[src/rtl/mul_stall_ctrl_if.sv]
// mul_stall_ctrl_if: connection bundle between the decode/ALU side and the
// multiply stall controller. The controller uses the slave modport; whoever
// supplies the decoded request and the multiplier status uses master.
// Optional macro MUL_PERF_CNT_EN adds the MulStallTotal/MulCount counters.
interface mul_stall_ctrl_if #(
  parameter int CW = 6
);

  logic          MulReq;
  logic [3:0]    WA_In;
  logic          Busy;
  logic [31:0]   MResultIn;
  logic          MReset;
  logic          Stall;
  logic          MWrite;
  logic [3:0]    WA_Out;
  logic [31:0]   MResultOut;
  logic          Timeout;
  logic [CW-1:0] CycleCount;
`ifdef MUL_PERF_CNT_EN
  logic [31:0]   MulStallTotal;
  logic [15:0]   MulCount;

  modport slave (
    input  MulReq, WA_In, Busy, MResultIn,
    output MReset, Stall, MWrite, WA_Out, MResultOut, Timeout, CycleCount,
    output MulStallTotal, MulCount
  );

  modport master (
    output MulReq, WA_In, Busy, MResultIn,
    input  MReset, Stall, MWrite, WA_Out, MResultOut, Timeout, CycleCount,
    input  MulStallTotal, MulCount
  );
`else
  modport slave (
    input  MulReq, WA_In, Busy, MResultIn,
    output MReset, Stall, MWrite, WA_Out, MResultOut, Timeout, CycleCount
  );

  modport master (
    output MulReq, WA_In, Busy, MResultIn,
    input  MReset, Stall, MWrite, WA_Out, MResultOut, Timeout, CycleCount
  );
`endif

endinterface

[src/rtl/mul_stall_ctrl.sv]
// mul_stall_ctrl: sequences the ALU's iterative multiplier. A decoded multiply
// freezes fetch/decode, the multiplier is released from reset and polled via
// Busy, and the finished product is handed to the register file with a
// one-cycle write strobe. A multiply that never finishes is aborted after
// TIMEOUT cycles in WAIT and signalled with a one-cycle Timeout pulse.
// Optional macro MUL_PERF_CNT_EN adds stall-cycle and multiply counters.
// TIMEOUT must be at least 34 and below 2^CW so the abort compare is reachable.
module mul_stall_ctrl #(
  parameter int TIMEOUT = 48,
  parameter int CW      = 6
) (
  input logic              CLK,
  input logic              Reset,
  mul_stall_ctrl_if.slave  bus
);

  typedef enum logic [1:0] {
    IDLE  = 2'd0,
    START = 2'd1,
    WAIT  = 2'd2,
    DONE  = 2'd3
  } state_t;

  state_t        state;
  logic          mreset_q;
  logic          stall_q;
  logic          mwrite_q;
  logic          timeout_q;
  logic [3:0]    wa_q;
  logic [31:0]   result_q;
  logic [CW-1:0] cycle_count;
  logic          stall;

  // Stall is registered for START/WAIT, but in IDLE it follows MulReq directly
  // so the PC is already frozen in the cycle the multiply is decoded.
  always_comb begin
    stall = stall_q | ((state == IDLE) & bus.MulReq);
  end

  // Main sequencing FSM; every output except the IDLE stall term is registered
  // and updated together with the state it belongs to.
  always_ff @(posedge CLK) begin
    if (Reset) begin
      state       <= IDLE;
      mreset_q    <= 1'b1;
      stall_q     <= 1'b0;
      mwrite_q    <= 1'b0;
      timeout_q   <= 1'b0;
      wa_q        <= '0;
      result_q    <= '0;
      cycle_count <= '0;
    end else begin
      mwrite_q  <= 1'b0;
      timeout_q <= 1'b0;
      case (state)
        IDLE: begin
          if (bus.MulReq) begin
            wa_q        <= bus.WA_In;
            cycle_count <= '0;
            stall_q     <= 1'b1;
            mreset_q    <= 1'b0;
            state       <= START;
          end
        end
        START: begin
          state <= WAIT;
        end
        WAIT: begin
          if (cycle_count != '1) begin
            cycle_count <= cycle_count + CW'(1);
          end
          if (!bus.Busy) begin
            result_q <= bus.MResultIn;
            mwrite_q <= 1'b1;
            stall_q  <= 1'b0;
            mreset_q <= 1'b1;
            state    <= DONE;
          end else if (cycle_count == CW'(TIMEOUT - 1)) begin
            timeout_q <= 1'b1;
            stall_q   <= 1'b0;
            mreset_q  <= 1'b1;
            state     <= DONE;
          end
        end
        DONE: begin
          state <= IDLE;
        end
        default: begin
          state <= IDLE;
        end
      endcase
    end
  end

  assign bus.MReset     = mreset_q;
  assign bus.Stall      = stall;
  assign bus.MWrite     = mwrite_q;
  assign bus.Timeout    = timeout_q;
  assign bus.WA_Out     = wa_q;
  assign bus.MResultOut = result_q;
  assign bus.CycleCount = cycle_count;

`ifdef MUL_PERF_CNT_EN
  logic [31:0] stall_total;
  logic [15:0] mul_count;

  // Performance counters: total frozen cycles and completed (written) multiplies.
  always_ff @(posedge CLK) begin
    if (Reset) begin
      stall_total <= '0;
      mul_count   <= '0;
    end else begin
      if (stall) begin
        stall_total <= stall_total + 32'd1;
      end
      if (mwrite_q) begin
        mul_count <= mul_count + 16'd1;
      end
    end
  end

  assign bus.MulStallTotal = stall_total;
  assign bus.MulCount      = mul_count;
`endif

endmodule

[src/flat_wrapper.sv]
// flat-port wrapper written by rule: the top's interface ports become plain ports
module mul_stall_ctrl_flat 
#(
  parameter int TIMEOUT = 48,
  parameter int CW      = 6
)
  (CLK, Reset, bus_MulReq, bus_WA_In, bus_Busy, bus_MResultIn, bus_MReset, bus_Stall, bus_MWrite, bus_WA_Out, bus_MResultOut, bus_Timeout, bus_CycleCount);
  mul_stall_ctrl_if #(.CW(CW)) bus_i ();
  input logic CLK;
  input logic Reset;
  input wire logic [$bits(bus_i.MulReq)-1:0] bus_MulReq;
  input wire logic [$bits(bus_i.WA_In)-1:0] bus_WA_In;
  input wire logic [$bits(bus_i.Busy)-1:0] bus_Busy;
  input wire logic [$bits(bus_i.MResultIn)-1:0] bus_MResultIn;
  output wire logic [$bits(bus_i.MReset)-1:0] bus_MReset;
  output wire logic [$bits(bus_i.Stall)-1:0] bus_Stall;
  output wire logic [$bits(bus_i.MWrite)-1:0] bus_MWrite;
  output wire logic [$bits(bus_i.WA_Out)-1:0] bus_WA_Out;
  output wire logic [$bits(bus_i.MResultOut)-1:0] bus_MResultOut;
  output wire logic [$bits(bus_i.Timeout)-1:0] bus_Timeout;
  output wire logic [$bits(bus_i.CycleCount)-1:0] bus_CycleCount;
  assign bus_i.MulReq = bus_MulReq;
  assign bus_i.WA_In = bus_WA_In;
  assign bus_i.Busy = bus_Busy;
  assign bus_i.MResultIn = bus_MResultIn;
  assign bus_MReset = bus_i.MReset;
  assign bus_Stall = bus_i.Stall;
  assign bus_MWrite = bus_i.MWrite;
  assign bus_WA_Out = bus_i.WA_Out;
  assign bus_MResultOut = bus_i.MResultOut;
  assign bus_Timeout = bus_i.Timeout;
  assign bus_CycleCount = bus_i.CycleCount;
  mul_stall_ctrl #(.TIMEOUT(TIMEOUT), .CW(CW)) u_core (.CLK(CLK), .Reset(Reset), .bus(bus_i));
endmodule
[config.mk]
export PLATFORM = sky130hd
export DESIGN_NAME = mul_stall_ctrl_flat
export DESIGN_NICKNAME = d
export VERILOG_FILES = /design/src/rtl/mul_stall_ctrl_if.sv /design/src/rtl/mul_stall_ctrl.sv /design/src/flat_wrapper.sv
export SDC_FILE = /design/constraint.sdc
export NUM_CORES = 1
export LEC_CHECK = 0
export CAP_MARGIN = 20
export CELL_PAD_IN_SITES_DETAIL_PLACEMENT = 1
export CELL_PAD_IN_SITES_GLOBAL_PLACEMENT = 1
export CORE_UTILIZATION = 25
export CTS_BUF_LIST = sky130_fd_sc_hd__clkbuf_16
export CTS_CLUSTER_DIAMETER = 100
export DETAILED_ROUTE_END_ITERATION = 10
export PLACE_DENSITY_LB_ADDON = 0.1
export SLEW_MARGIN = 15
export SYNTH_ARGS = -nofsm -noshare
export SYNTH_HDL_FRONTEND = slang
export SYNTH_SLANG_ARGS = --single-unit
[constraint.sdc]
create_clock -name CLK -period 3.4 [get_ports CLK]
set_clock_uncertainty 0.2 [all_clocks]
set_input_delay 0.34 -clock CLK [delete_from_list [all_inputs] [get_ports CLK]]
set_output_delay 0.34 -clock CLK [all_outputs]
set_load 0.02 [all_outputs]
==> results of run 1 <==
registers in the layout, summed over array words and instances, names as in the netlist:
register,cells
u_core.stall_q,1
u_core.bus.CycleCount,6
u_core.state,2
u_core.bus.WA_Out,4
u_core.bus.MResultOut,32
u_core.bus.MWrite,1
u_core.bus.MReset,1
u_core.bus.Timeout,1
where the power goes:
group / leakage (nW) / switching, mW / total, mW / internal, mW
Clock: 0.0850 / 0.202 / 0.545 / 0.343
Sequential: 0.389 / 0.0426 / 0.684 / 0.642
Combinational: 0.555 / 0.272 / 0.514 / 0.241
placed cells by master (no fill, tap or decap), drive strengths merged, types with 2 or more instances in the layout:
cell           count
o211ai             2
o21ai              5
mux2i              2
nor2               9
and2               2
clkdlybuf4s50     84
clkbuf             5
and3               2
dfxtp             48
xor2               4
ha                 3
a32o               2
a211oi             2
nand2             78
buf                4
a21oi             37
inv                6
critical path: cells and delay by family (launching register included):
family,cells,cell delay (ns)
AND/OR/NAND/NOR,2,0.34
flip-flops,1,0.30
buffers and inverters,2,0.71
adder cells (fa/ha/maj),1,0.29
layer usage:
metal | GRT usage | share of wire
met5 | 0 | 0
met1 | 0.1639 | 0.46
met3 | 0.04147 | 0.060
met2 | 0.2315 | 0.47
met4 | 0.04024 | 0.011
layout make-up:
type / instances / area share
clock buffer: 5 / 0.04301
clock inverter: 3 / 0.01333
sequential: 48 / 0.3303
tap: 96 / 0.04129
multi-input combinational: 156 / 0.2671
timing repair buffer: 88 / 0.2985
inverter: 5 / 0.006452
how the worst min path moves through the flow:
stage                              start                   endpoint  slack [ns]  cells past startpoint
2_1_floorplan            u_core.state[1]            u_core.state[1]        0.25                      2
6_report                           Reset            u_core.state[1]        0.22                      4
5_1_grt                            Reset            u_core.state[1]        0.27                      4
3_3_place_gp   u_core.bus.MResultOut[18]  u_core.bus.MResultOut[18]        0.24                      2
3_5_place_dp   u_core.bus.MResultOut[20]  u_core.bus.MResultOut[20]        0.25                      2
4_1_cts                            Reset            u_core.state[1]        0.23                      4
kinds of logic after synthesis:
group / count (synthesis) / share of synthesized area
flops: 48 / 0.5253
mux: 3 / 0.01710
compound gates: 50 / 0.1566
xor+xnor: 4 / 0.01915
simple gates: 96 / 0.2100
fa+ha+maj: 3 / 0.02052
buf+inv: 19 / 0.05130
through the flow:
step / hold slack, ns / std cells / cell area, sq um / power (mW)
finish: 0.2242 / 401 / 2909 / 1.743
detailed placement: 0.2466 / 393 / 2745 / 1.220
CTS: 0.2320 / 401 / 2909 / 1.781
global route: 0.2665 / 401 / 2909 / 1.848
global placement: 0.2413 / 393 / 2745 / 1.216
floorplan: 0.2547 / 223 / 1829 / 0.9802
==> flow_summary_export.csv, run 1 <==
group,metric,value,unit
floorplan,dieArea,0.007663,sq mm
global_route,track_usage,0.1354,
floorplan,io_pins,86,
critical_path,max_stage_delay,0.61,ns
flow_run,max-cap-violations,0,
synth,synthFlopType,"dfxtp_1",
timing,fmax,404.4,MHz
cells_and_area,drive_above_1_share,0.05574,
cells_and_area,seq_area,960.9,sq um
synth,yosysUniqueCellTypes,30,
timing,slew-limit-headroom,0.5960,
detailed_routing,drt-total-wl,5020,um
timing,fin_crit,2.473,ns
cts,htree_levels,2,
critical_path,reg2reg_setup_slack,1.49,ns
cells_and_area,finalNetCount,347,
critical_path,slowest_stage,"clkdlybuf4s50_1",
cells_and_area,nFillCells,822,
critical_path,crit_required,2.86,ns
synth,synth_top_cell_area_share,0.5253,
timing,hold_violations,0,
synth,yosysMostFrequentCell,"nand2_1",
critical_path,r2r-end,"u_core.bus.MResultOut[17]",
timing,drv_slew,0,
synth,ys_ff_latch,48,
pwr,p_per_area,599.2,mW/mm^2
cts,cts-root-buf,"clkbuf_16",
cts,path_clk_slew,0.06,ns
floorplan,coreArea,0.006944,sq mm
cts,clkSinkCount,48,
synth,ys_top_cells_by_area,"dfxtp_1 (53%), nand2_1 (16%), a21oi_1 (10%), ha_1 (2.1%), xor2_1 (1.9%)",
place,pre_cts_slack,1.091,ns
run_status,status,"completed",
synth,synth_edf_count,0,
hold_path,hp-class,"in -> reg",
detailed_routing,drtIter0Drc,44,
synth,postSynthCellCount,223,
critical_path,start_kind,"flop",
timing,finalCritPeriodShare,0.7273,
pwr,peakVddDrop,0.2591,mV
place,place_hpwl,3503,um
timing,setup_tns,0,ns
critical_path,cp_cell_sequence,"inv_1 -> ha_1 -> nand2_1 -> nand2_1 -> clkdlybuf4s50_1",
cells_and_area,antennaDiodeCount,0,
synth,avgSynthCellArea,8.203,sq um
cts,post_cts_resized,0,
cts,postCtsSetupBuffers,0,
critical_path,crit_type,"reg -> out",
cts,clk_latency,0.28,ns
detailed_routing,viasPerCell,4.337,
cts,cts_buffer_depth,2,
detailed_routing,vias,1739,
floorplan,die_width,87.54,um
global_route,antenna_found_initial,0,
detailed_routing,drtAntennaViolNets,0,
cells_and_area,multi_input_area,777.0,sq um
place,port_buffers,85,
synth,synth_top_area_cell,"dfxtp_1",
critical_path,cp_common_cell,"nand2_1",
floorplan,initial_core_util,0.2634,
global_route,overflow,0,
global_route,grt_max_degree,43,
critical_path,crit_fanout,8,
synth,syn_nets,266,
critical_path,cp.arrival,1.93,ns
critical_path,crit-reg2reg-launch,"u_core.state[0]",
synth,synth_seq_area_share,0.5253,
critical_path,critical_path.endpoint_type,"output pin",
critical_path,ff2ff_path_depth,6,
cells_and_area,final_core_util,0.4189,
detailed_routing,drt-pass1-iter-count,3,
synth,ys_warn_count,0,
global_route,grt_pass1_vias,1691,
pwr,p_leak,1.029,nW
synth,syn_area,0.001829,sq mm
critical_path,cp-startpoint,"u_core.state[0]",
detailed_routing,wl_per_cell,12.52,um
cells_and_area,syn_to_final_growth,59.03,%
cts,cts_tree,"done",
place,gp_congestion,0.7537,
critical_path,crit_path_end,"bus_Stall",
cts,cts_hold_buf,0,
floorplan,rows,30,
timing,setup_slack,0.9272,ns
timing,worst_pin_slew,0.5997,ns
timing,rsz0062_at_grt,"no",
timing,setup_viol,0,
synth,async_reset_ff_frac,0,
floorplan,die_h,87.54,um
synth,yosys-top-cells-count,"nand2_1 (78), dfxtp_1 (48), a21oi_1 (37), nor2_1 (9), clkbuf_1 (8)",
cts,cts_inserted_buffers,5,
detailed_routing,route.detailed.drc,0,
global_route,grt_pass1_wl,7983,um
(Power assumes the default switching activity.)
==> run 2: changes to the inputs <==
clock period = 2 ns   (was 3.4 ns; I/O delays follow)
==> run 2 against run 1 <==
- combinational power increased by 77%
- register-to-register slack got worse by 1.3 ns
- largest cell class unchanged
- critical path depth did not move
- hold slack worse by 0.10 ns
- core utilization grew 0.99 points
- global-route usage grew 0.14 points
- wire length rose by 0.58%
- critical path type unchanged
- first-iteration DRC count shrank 34%
- flip-flop and latch count did not move
- die area did not move
- power up 80%
- count of clock-buffer cells in the layout is the same
==> flow_summary_export.csv, run 2 (same netlist as run 1, synthesis figures left out) <==
group,metric,value,unit
global_route,grt_max_degree,34,
critical_path,cp.arrival,1.44,ns
timing,fmax,543.3,MHz
detailed_routing,route.detailed.drc,0,
global_route,overflow,0,
cts,cts_tree,"done",
hold_path,hp-class,"in -> reg",
timing,fin_crit,1.841,ns
place,place_hpwl,3508,um
cts,postCtsSetupBuffers,0,
critical_path,crit_required,1.60,ns
timing,setup_tns,0,ns
detailed_routing,drtIter0Drc,29,
critical_path,crit_fanout,5,
pwr,peakVddDrop,0.4112,mV
cells_and_area,layout_common_cells,"clkdlybuf4s50_1 (83), nand2_1 (78), dfxtp_1 (48), a21oi_1 (37), nor2_1 (9)",
timing,finalCritPeriodShare,0.9203,
run_status,status,"completed",
critical_path,crit-reg2reg-launch,"u_core.bus.CycleCount[0]",
detailed_routing,wl_per_cell,12.53,um
global_route,grt_pass1_vias,1705,
detailed_routing,drtAntennaViolNets,0,
floorplan,die_width,87.54,um
timing,worst_pin_slew,0.4112,ns
place,gp_congestion,0.7277,
critical_path,ff2ff_path_depth,5,
cells_and_area,syn_to_final_growth,62.79,%
cts,cts_inserted_buffers,5,
floorplan,dieArea,0.007663,sq mm
hold_path,min_path_cells,2,
floorplan,io_pins,86,
global_route,track_usage,0.1368,
timing,setup_viol,0,
timing,setup_slack,0.1594,ns
cts,cts_buffer_depth,2,
floorplan,initial_core_util,0.2634,
global_route,antenna_found_initial,0,
cells_and_area,mostFrequentLayoutCell,"clkdlybuf4s50_1",
critical_path,critical_path.endpoint_type,"output pin",
detailed_routing,viasPerCell,4.335,
detailed_routing,drt-pass1-iter-count,4,
place,pre_cts_slack,0.07262,ns
floorplan,rows,30,
cells_and_area,nFillCells,835,
pwr,p_per_area,1054,mW/mm^2
detailed_routing,drt-total-wl,5049,um
flow_run,max-cap-violations,0,
cells_and_area,drive_above_1_share,0.06515,
cts,clk_latency,0.29,ns
cells_and_area,largest_register_ffs,32,
cells_and_area,antennaDiodeCount,0,
hold_path,hold_end,"u_core.bus.MWrite",
floorplan,die_h,87.54,um
timing,rsz0062_at_grt,"no",
cts,clkSinkCount,48,
critical_path,r2r-end,"u_core.stall_q",
critical_path,reg2reg_setup_slack,0.22,ns
cells_and_area,instances_no_fill,403,
pwr,p_leak,1.058,nW
cts,cts-root-buf,"clkbuf_16",
timing,hold_violations,0,
hold_path,holdCritStartpoint,"Reset",
cts,cts_hold_buf,0,
cts,path_clk_slew,0.06,ns
place,port_buffers,85,
cells_and_area,final_core_util,0.4288,
place,dp_cells,396,
cells_and_area,finalNetCount,350,
cts,htree_levels,2,
timing,slew-limit-headroom,0.7259,
detailed_routing,vias,1747,
floorplan,coreArea,0.006944,sq mm
pwr,p_total,3.138,mW
timing,drv_slew,0,
global_route,grt_pass1_wl,7983,um
critical_path,crit_type,"reg -> out",
critical_path,start_kind,"flop",
-- run 2: changes by cell type in the layout (fill, tap and decap cells not counted), sizes merged --
cell	previous run	this run
clkdlybuf4s15	0	1
buf	4	7
inv	6	5
bufinv	1	2
clkinv	1	0
clkdlybuf4s50	84	83
-- run 2: how the worst max path moves through the flow --
stage                              from              to  slack, ns  depth (start not counted)
6_report                u_core.state[0]       bus_Stall       0.16                          5
5_1_grt                 u_core.state[0]       bus_Stall       0.03                          5
4_1_cts                 u_core.state[0]       bus_Stall       0.11                          5
3_5_place_dp                 bus_MulReq       bus_Stall       0.07                          4
3_3_place_gp                 bus_MulReq       bus_Stall       0.07                          4
2_1_floorplan  u_core.bus.CycleCount[0]  u_core.stall_q       0.19                          5
-- run 2: worst max-delay path, cell delays in order (launching register included) --
cell	delay (ns)
dfxtp_1	0.30
inv_1	0.10
ha_1	0.25
nand2_1	0.11
nand2_1	0.10
clkdlybuf4s15_1	0.30
-- run 2: metal layers --
layer / part of all wire / track usage / wire length [um]
met5: 0 / 0 / 0
met4: 0.016 / 0.06259 / 80
met3: 0.065 / 0.03676 / 326
met2: 0.45 / 0.2287 / 2274
met1: 0.47 / 0.1645 / 2367
-- run 2: repair_timing --
action                                  CTS  global route
resized for setup                         1             1
endpoints found under the setup margin    1             1
endpoints found under the hold margin     0             0
pin swaps                                 0             0
-- run 2: layout make-up --
type                    count  area (sq um)  share of cell area
flip-flops and latches     48         960.9              0.3227
inverters                   5         18.77            0.006303
multi-input cells         156         777.0              0.2609
clock inverters             2         60.06             0.02017
repair buffers             91         915.9              0.3076
clock buffers               5         125.1             0.04202
well taps                  96         120.1             0.04034
-- run 2: report_power, final --
part	internal, mW	total (mW)	switching, mW
logic	0.440	0.912	0.473
registers	1.09	1.16	0.0724
clock network	0.709	1.06	0.353
total	2.24	3.14	0.898
-- run 2: per-stage QoR --
stage / area, sq um / hold slack, ns
5_1_grt: 2978 / 0.1567
3_3_place_gp: 2793 / 0.2414
6_report: 2978 / 0.1193
3_5_place_dp: 2793 / 0.2468
2_1_floorplan: 1829 / 0.1252
4_1_cts: 2977 / 0.1254
